### src/rtl/mc_seq_if.sv
// mc_seq_if: sequencer-to-datapath/memory bundle; master is the sequencer side
interface mc_seq_if #(
    parameter int CNT_W = 32
) ();
    logic             run;
    logic [31:0]      mem_rdata;
    logic             mem_ready;
    logic [10:0]      ctrl_in;
    logic [31:0]      ir_out;
    logic             mem_req;
    logic             mem_we;
    logic             addr_sel;
    logic             pc_we;
    logic             rf_we;
    logic             rf_dst;
    logic             wb_sel;
    logic             alu_src;
    logic [5:0]       alu_funct;
    logic [2:0]       state;
    logic             fault;
    logic [CNT_W-1:0] retired;

    modport master (
        input  run, mem_rdata, mem_ready, ctrl_in,
        output ir_out, mem_req, mem_we, addr_sel, pc_we, rf_we, rf_dst, wb_sel,
               alu_src, alu_funct, state, fault, retired
    );

    modport slave (
        output run, mem_rdata, mem_ready, ctrl_in,
        input  ir_out, mem_req, mem_we, addr_sel, pc_we, rf_we, rf_dst, wb_sel,
               alu_src, alu_funct, state, fault, retired
    );
endinterface

### src/rtl/mc_sequencer.sv
// mc_sequencer: multi-cycle FETCH/DECODE/EXEC/MEM/WB control FSM with retire counter and fault detection
module mc_sequencer #(
    parameter int TIMEOUT = 16,
    parameter int CNT_W   = 32
) (
    input logic      clk,
    input logic      rst_n,
    mc_seq_if.master bus
);
    typedef enum logic [2:0] {
        IDLE   = 3'd0,
        FETCH  = 3'd1,
        DECODE = 3'd2,
        EXEC   = 3'd3,
        MEM    = 3'd4,
        WB     = 3'd5,
        FAULT  = 3'd7
    } state_t;

    localparam int WW = (TIMEOUT > 1) ? $clog2(TIMEOUT) : 1;
    localparam logic [WW-1:0] LAST = WW'(TIMEOUT - 1);

    state_t           st;
    logic [31:0]      ir;
    logic [10:0]      ctrl_q;
    logic [WW-1:0]    wait_cnt;
    logic [CNT_W-1:0] retired;
    logic             fault;
    logic             alu_on;

    // state sequencing, instruction/control capture, wait timer and retire count
    always_ff @(posedge clk or negedge rst_n) begin
        if (!rst_n) begin
            st       <= IDLE;
            ir       <= '0;
            ctrl_q   <= '0;
            wait_cnt <= '0;
            retired  <= '0;
            fault    <= 1'b0;
        end else begin
            case (st)
                IDLE: begin
                    wait_cnt <= '0;
                    st       <= bus.run ? FETCH : IDLE;
                end
                FETCH: begin
                    if (bus.mem_ready) begin
                        ir       <= bus.mem_rdata;
                        wait_cnt <= '0;
                        st       <= DECODE;
                    end else if (wait_cnt == LAST) begin
                        st    <= FAULT;
                        fault <= 1'b1;
                    end else begin
                        wait_cnt <= wait_cnt + 1'b1;
                    end
                end
                DECODE: begin
                    ctrl_q <= bus.ctrl_in;
                    if (ir == '0) begin
                        retired  <= retired + CNT_W'(1);
                        wait_cnt <= '0;
                        st       <= bus.run ? FETCH : IDLE;
                    end else if (bus.ctrl_in == '0) begin
                        st    <= FAULT;
                        fault <= 1'b1;
                    end else begin
                        st <= EXEC;
                    end
                end
                EXEC: begin
                    wait_cnt <= '0;
                    st       <= (ctrl_q[10] | ctrl_q[9]) ? MEM : WB;
                end
                MEM: begin
                    if (bus.mem_ready) begin
                        wait_cnt <= '0;
                        if (ctrl_q[9]) begin
                            retired <= retired + CNT_W'(1);
                            st      <= bus.run ? FETCH : IDLE;
                        end else begin
                            st <= WB;
                        end
                    end else if (wait_cnt == LAST) begin
                        st    <= FAULT;
                        fault <= 1'b1;
                    end else begin
                        wait_cnt <= wait_cnt + 1'b1;
                    end
                end
                WB: begin
                    retired  <= retired + CNT_W'(1);
                    wait_cnt <= '0;
                    st       <= bus.run ? FETCH : IDLE;
                end
                default: st <= FAULT;
            endcase
        end
    end

    // per-state strobes decoded from the current state and the latched control word
    always_comb begin
        alu_on        = (st == EXEC) || (st == MEM) || (st == WB);
        bus.mem_req   = (st == FETCH) || (st == MEM);
        bus.addr_sel  = (st == MEM);
        bus.mem_we    = (st == MEM) && ctrl_q[9];
        bus.pc_we     = (st == FETCH) && bus.mem_ready;
        bus.rf_we     = (st == WB) && ctrl_q[6];
        bus.rf_dst    = (st == WB) && ctrl_q[7];
        bus.wb_sel    = (st == WB) && ctrl_q[10];
        bus.alu_src   = alu_on && ctrl_q[8];
        bus.alu_funct = alu_on ? ctrl_q[5:0] : 6'd0;
    end

    assign bus.ir_out  = ir;
    assign bus.state   = st;
    assign bus.fault   = fault;
    assign bus.retired = retired;
endmodule
### src/flat_wrapper.sv
// flat-port wrapper written by rule: the top's interface ports become plain ports
module mc_sequencer_flat 
#(
    parameter int TIMEOUT = 16,
    parameter int CNT_W   = 32
)
  (clk, rst_n, bus_run, bus_mem_rdata, bus_mem_ready, bus_ctrl_in, bus_ir_out, bus_mem_req, bus_mem_we, bus_addr_sel, bus_pc_we, bus_rf_we, bus_rf_dst, bus_wb_sel, bus_alu_src, bus_alu_funct, bus_state, bus_fault, bus_retired);
  mc_seq_if #(.CNT_W(CNT_W)) bus_i ();
  input logic clk;
  input logic rst_n;
  input wire logic [$bits(bus_i.run)-1:0] bus_run;
  input wire logic [$bits(bus_i.mem_rdata)-1:0] bus_mem_rdata;
  input wire logic [$bits(bus_i.mem_ready)-1:0] bus_mem_ready;
  input wire logic [$bits(bus_i.ctrl_in)-1:0] bus_ctrl_in;
  output wire logic [$bits(bus_i.ir_out)-1:0] bus_ir_out;
  output wire logic [$bits(bus_i.mem_req)-1:0] bus_mem_req;
  output wire logic [$bits(bus_i.mem_we)-1:0] bus_mem_we;
  output wire logic [$bits(bus_i.addr_sel)-1:0] bus_addr_sel;
  output wire logic [$bits(bus_i.pc_we)-1:0] bus_pc_we;
  output wire logic [$bits(bus_i.rf_we)-1:0] bus_rf_we;
  output wire logic [$bits(bus_i.rf_dst)-1:0] bus_rf_dst;
  output wire logic [$bits(bus_i.wb_sel)-1:0] bus_wb_sel;
  output wire logic [$bits(bus_i.alu_src)-1:0] bus_alu_src;
  output wire logic [$bits(bus_i.alu_funct)-1:0] bus_alu_funct;
  output wire logic [$bits(bus_i.state)-1:0] bus_state;
  output wire logic [$bits(bus_i.fault)-1:0] bus_fault;
  output wire logic [$bits(bus_i.retired)-1:0] bus_retired;
  assign bus_i.run = bus_run;
  assign bus_i.mem_rdata = bus_mem_rdata;
  assign bus_i.mem_ready = bus_mem_ready;
  assign bus_i.ctrl_in = bus_ctrl_in;
  assign bus_ir_out = bus_i.ir_out;
  assign bus_mem_req = bus_i.mem_req;
  assign bus_mem_we = bus_i.mem_we;
  assign bus_addr_sel = bus_i.addr_sel;
  assign bus_pc_we = bus_i.pc_we;
  assign bus_rf_we = bus_i.rf_we;
  assign bus_rf_dst = bus_i.rf_dst;
  assign bus_wb_sel = bus_i.wb_sel;
  assign bus_alu_src = bus_i.alu_src;
  assign bus_alu_funct = bus_i.alu_funct;
  assign bus_state = bus_i.state;
  assign bus_fault = bus_i.fault;
  assign bus_retired = bus_i.retired;
  mc_sequencer #(.TIMEOUT(TIMEOUT), .CNT_W(CNT_W)) u_core (.clk(clk), .rst_n(rst_n), .bus(bus_i));
endmodule
### config.mk
export PLATFORM = sky130hd
export DESIGN_NAME = mc_sequencer_flat
export DESIGN_NICKNAME = d
export VERILOG_FILES = /design/src/rtl/mc_seq_if.sv /design/src/rtl/mc_sequencer.sv /design/src/flat_wrapper.sv
export SDC_FILE = /design/constraint.sdc
export NUM_CORES = 1
export LEC_CHECK = 0
export BUFFER_PORTS_ARGS = -buffer_cell sky130_fd_sc_hd__buf_2
export CAP_MARGIN = 10
export CELL_PAD_IN_SITES_DETAIL_PLACEMENT = 1
export CELL_PAD_IN_SITES_GLOBAL_PLACEMENT = 1
export CORE_MARGIN = 2
export CORE_UTILIZATION = 25
export DETAILED_ROUTE_END_ITERATION = 8
export PLACE_DENSITY = 0.55
export SLEW_MARGIN = 25
export SYNTH_ARGS = -nofsm -noshare
export SYNTH_HDL_FRONTEND = slang
export SYNTH_SLANG_ARGS = --single-unit
### constraint.sdc
create_clock -name clk -period 2.3 [get_ports clk]
set_input_delay 0.23 -clock clk [delete_from_list [all_inputs] [get_ports clk]]
set_output_delay 0.23 -clock clk [all_outputs]
set_load 0.02 [all_outputs]
* Word level (Yosys, flattened, before mapping)
Index checks and enable logic that the tools add are counted.
W data, S select, Z words.
** Storage, ports and cells
- Logic and storage cells :: 68
- Output and inout bits :: 82
- Bits in registers :: 83
- Bits of input ports :: 47
** Operators by class
- Equality and inequality tests :: 14
- Multiplexer cells :: 23
- Add/sub/neg operators :: 2
- Reductions and logical operators :: 22
- Bitwise logic cells :: 1
** Operator list (number)
- $mux W32 :: 3
- $pmux W32 S3 :: 1
- $add A32 B1 Y32 const B :: 1
- $logic_not A32 Y1 :: 1
- $mux W3 :: 6
- $pmux W3 S5 :: 1
- $mux W4 :: 3
- $pmux W4 S3 :: 1
- $logic_not A11 Y1 :: 1
- $ne A2 B1 Y1 const B :: 4
- $eq A3 B2 Y1 const B :: 2
- $eq A3 B3 Y1 const B :: 2
- $logic_and A1 B1 Y1 :: 6
- $mux W1 :: 6
- $mux W6 :: 1
- $ne A2 B2 Y1 const B :: 3
- $reduce_bool A3 Y1 :: 2
- $reduce_and A5 Y1 :: 1
- $add A4 B1 Y4 const B :: 1
- $eq A4 B4 Y1 const B :: 1
- $reduce_and A4 Y1 :: 1
- $reduce_or A2 Y1 :: 2
- $eq A3 B1 Y1 const B :: 1
- $logic_not A3 Y1 :: 1
- other kinds (8) :: 10

* Logic depth before layout (Yosys ltp)
- Depth after elaboration :: 4
- Depth in mapped cells :: 7
- Gate-level depth less buffers :: 6

* Least setup slack after synthesis
Ideal clock, no wire load.
- Path kind :: reg-to-reg
- From :: reg u_core.st[2], in the netlist u_core.bus.state[2]
- To :: reg u_core.wait_cnt[3]
- Buffers on the path :: 1
- Period minus slack after synthesis :: 1.910 ns
- Setup time :: 0.064 ns
- Stages on the path, launching flop included :: 7
- Data arrival time :: 1.846 ns
- Setup slack :: 0.390 ns
- Cell sequence :: dfrtp_1 clkbuf_1 nand2b_1 a21oi_1 nor2b_1 nor3b_1 a211o_1
** Between the ends
- Word-level cells in the longest chain between the ends :: 4
- Elaborated cells on any way between the ends :: 13
** Ends and longest elaborated chain
- start, declared :: line mc_sequencer.sv:23 : state_t st;
- start signal, assigned :: line mc_sequencer.sv:44 : st <= bus.run ? FETCH : IDLE;
- start signal, assigned :: line mc_sequencer.sv:63 : st <= bus.run ? FETCH : IDLE;
- start signal, assigned :: line mc_sequencer.sv:73 : st <= (ctrl_q[10] | ctrl_q[9]) ? MEM : WB;
- $eq A3 B3 Y1 (tied with other cells) :: line mc_sequencer.sv:41 : case (st)
- $reduce_or A2 Y1 (no line) or $reduce_or A3 Y1 (tied branches)
- $ne A3 B3 Y1 (no line) or $reduce_bool A3 Y1 (tied branches)
- $reduce_and A3 Y1 (no line)
- end signal, assigned :: line mc_sequencer.sv:55 : wait_cnt <= wait_cnt + 1'b1;
- end signal, assigned :: line mc_sequencer.sv:88 : wait_cnt <= wait_cnt + 1'b1;
- end, declared :: line mc_sequencer.sv:26 : logic [WW-1:0] wait_cnt;
Parallel ways exist; a longest one is shown, timed or not.
A chain may end at the register's enable or synchronous reset.

* Worst setup path in the final report
- From :: reg u_core.ir[25], in the netlist u_core.bus.ir_out[25]
- To :: reg u_core.retired[1], in the netlist u_core.bus.retired[1]
** Between the ends
- Word-level cells in the longest chain between the ends :: 3
** Ends and longest elaborated chain
- start, declared :: line mc_sequencer.sv:24 : logic [31:0] ir;
- start signal, assigned :: line mc_sequencer.sv:48 : ir <= bus.mem_rdata;
- $logic_not A32 Y1 :: line mc_sequencer.sv:60 : if (ir == '0) begin
- $ne A2 B1 Y1 (no line)
- $reduce_and A4 Y1 (no line)
- end signal, assigned :: line mc_sequencer.sv:61 : retired <= retired + CNT_W'(1);
- end signal, assigned :: line mc_sequencer.sv:79 : retired <= retired + CNT_W'(1);
- end signal, assigned :: line mc_sequencer.sv:92 : retired <= retired + CNT_W'(1);
- end, declared :: line mc_sequencer.sv:27 : logic [CNT_W-1:0] retired;
Every way passes these cells.

==> out/results.ini <==
[status]
status=completed

[logic_synthesis]
syn_area_per_cell_um2=12.14
synth_compound_area_share_pct=4.411
seq_area_frac_synth_pct=54.64
synthMuxAreaShare_pct=13.30
synthSimpleGateAreaFrac_pct=17.31
yosys_warnings=0
synth_seq_cells=83
syn_nets=362
synth_top_family_by_area=simple AND/OR/NAND/NOR gates
syn_area_um2=3801
yosys.area_share.xor_xnor_pct=7.143
synth_fa_ha_area_share_pct=0.6583
synthCells=313
synth.distinct_cells=38

[floorplanning]
row_count=45
die-area_um2=16210
ioPinCount=129
start_util_pct=25.29
die_w_um=127.3
chipHeight_um=127.3
core_um2=15030

[pwr]
ir_drop_v=0.0003892
power_density_nw_per_um2=1287
leakage_nw=2.373
power_mw=6.506

[finish]
fillers=1665
nNetsFinal=497
final_core_util_pct=33.63
drive_gt1_share_pct=44.15
areaGrowthSynthToFinish_pct=33.02

[global_routing]
grtUsageTotal_pct=13.94
grt_pass1_vias=3283
antenna_found_initial=1
grt_max_degree=45
overflow=0
grt_pass1_wl_mm=17.60

[cts]
cts-root-buf=clkbuf_16
path_clk_slew_ns=0.06
h-tree-depth=3
cts_sinks=83
clkLatencyLatePin_ns=0.34
clk_path_buf_depth=2
cts_tree=built
cts_buffers=9

[route]
via_per_inst=4.717
drt-initial-drc-count=134
route.vias.total=3028
routedWlPerCell_um=16.54
ant_nets=0
dr.pass1.iters=4
postRouteWirelength_mm=10.62
drc=0

[critical_path]
critPathArrivalTime_ns=2.35
startpoint_type=flop
crit_fanout=32
required_ns=2.53
worst-setup-path-type=reg -> reg
cp-end-kind=flop

[sta]
max_freq_ghz=0.4724
slew_headroom_pct=59.41
tightest_slew_ns=0.6089
rsz0062_at_grt=no
finalCriticalPeriod_ns=2.117
holdWs_ns=0.1121
fin_ws_ns=0.1832
setup_tns_ns=0
slew_violations=0
skew_ns=0.004890
finalCritPeriodShare_pct=92.03
hold_violations=0
setup_viol=0

[placement]
gp_congestion=0.7634
io_buffer_count=128
post-dp-hpwl_mm=7.640
pre_cts_ws_ns=-0.1764

[job]
cap_violations=0

[min_path]
hold_class=in -> reg

## kinds of logic after synthesis
group | Yosys count
and+or+nand+nor | 113
DFF | 83
xor gates and xnor gates | 31
adders and majority gates | 2
AOI/OAI and AO/OA | 22
buffers and inverters | 17
muxes | 45
## cell type report
type	instances	area (µm²)	share of cell area (%)
clock buffer	12	256.5	5.073
antenna	1	2.502	0.04949
inverter	3	11.26	0.2227
clock inverter	4	72.57	1.435
tap	188	235.2	4.652
sequential	83	2077	41.08
timing repair buffer	138	758.2	15.00
multi-input combinational	213	1643	32.49
## repair_timing
| action | in CTS | in global routing |
|---|---|---|
| hold buffers | 1 | 0 |
| pin swaps | 1 | 1 |
| gates resized for setup | 1 | 1 |
| endpoints found under the hold margin | 43 | 0 |
| buffers inserted | 2 | 1 |
| endpoints found under the setup margin | 33 | 19 |
## state kept, by name (all words and copies together) (netlist names)
name	cells
u_core.bus.fault	1
u_core.bus.ir_out	32
u_core.bus.retired	32
u_core.bus.state	3
u_core.ctrl_q	11
u_core.wait_cnt	4
## stage by stage
stage | area [µm²] | cells
floorplan | 3801 | 313
global placement | 4677 | 621
detailed placement | 4677 | 621
CTS | 5037 | 640
global route | 5054 | 641
finish | 5056 | 642
## synth_stat cells
master	count	share of area [%]
clkbuf_1	3	0.30
and2_1	12	2.0
a22o_1	1	0.23
or2_2	1	0.16
inv_1	3	0.30
o31ai_1	1	0.20
nor2b_1	3	0.49
mux2i_1	1	0.26
and3_1	15	2.5
a31oi_1	1	0.16
xnor2_1	30	6.9
o21ai_0	3	0.39
nand2b_1	5	0.82
mux2_2	44	13
nand4_1	23	3.8
xor2_1	1	0.23
a211o_1	1	0.23
ha_1	2	0.66
nor3b_1	2	0.39
buf_6	3	0.89
and4_1	4	0.92
nor3_1	2	0.26
nand2_1	9	0.89
o32ai_1	1	0.23
nor4_2	1	0.33
nand3_1	14	1.8
dfrtp_1	83	55
a21oi_1	8	1.1
a221oi_1	1	0.23
nor4_1	9	1.5
a41oi_1	1	0.23
nand3b_1	2	0.39
o32ai_4	1	0.72
a32o_1	1	0.26
o221ai_1	1	0.23
buf_2	8	1.1
nor2_1	11	1.1
o22a_1	1	0.23
## cell usage in the layout, fill, tap and decap left out, types with 3 or more instances in the layout
| cell type | instances |
|---|---|
| nor2b_1 | 3 |
| nand2b_1 | 5 |
| nand3_1 | 14 |
| nand2_1 | 9 |
| buf_2 | 127 |
| nand4_1 | 23 |
| mux2_2 | 44 |
| o21ai_0 | 3 |
| and3_1 | 15 |
| buf_4 | 7 |
| clkbuf_16 | 9 |
| a21oi_1 | 8 |
| nor2_1 | 11 |
| and2_1 | 12 |
| inv_1 | 3 |
| dfrtp_1 | 83 |
| and4_1 | 4 |
| xnor2_1 | 30 |
| nor4_1 | 8 |
| buf_12 | 3 |
## critical path, cell delays in order (launching register included)
cell and delay, ns:
dfrtp_1 0.42, nor4_4 0.36, nand4_1 0.27, o32ai_4 0.38
buf_12 0.22, mux2_2 0.35
## final timing paths
path	startpoint	end	slack, ns	depth (start not counted)
worst max register to register	u_core.bus.ir_out[25]	u_core.bus.retired[1]	0.18	5
min in group asynchronous	rst_n	u_core.bus.ir_out[26]	0.45	2
worst max-delay path	u_core.bus.ir_out[25]	u_core.bus.retired[1]	0.18	5
max in group asynchronous	rst_n	u_core.wait_cnt[2]	1.21	3
worst min-delay path	bus_mem_rdata[5]	u_core.bus.ir_out[5]	0.11	2
worst min register to register	u_core.bus.retired[31]	u_core.bus.retired[31]	0.48	1
## metal layers
| layer | track usage [%] | vias up | wire (µm) |
|---|---|---|---|
| met5 | 0 | - | 0 |
| met4 | 3.943 | 0 | 127 |
| met3 | 5.235 | 11 | 690 |
| met2 | 22.27 | 86 | 5016 |
| met1 | 17.74 | 1523 | 4783 |
| li1 | - | 1408 | - |
## where the power goes
group	internal, mW	leakage, nW	total [mW]	switching (mW)
registers	1.93	1.05	2.36	0.430
clock network	1.01	0.159	1.61	0.604
logic	1.07	1.16	2.53	1.46
total	4.01	2.37	6.51	2.49
Power figures use the tool's default switching activity.
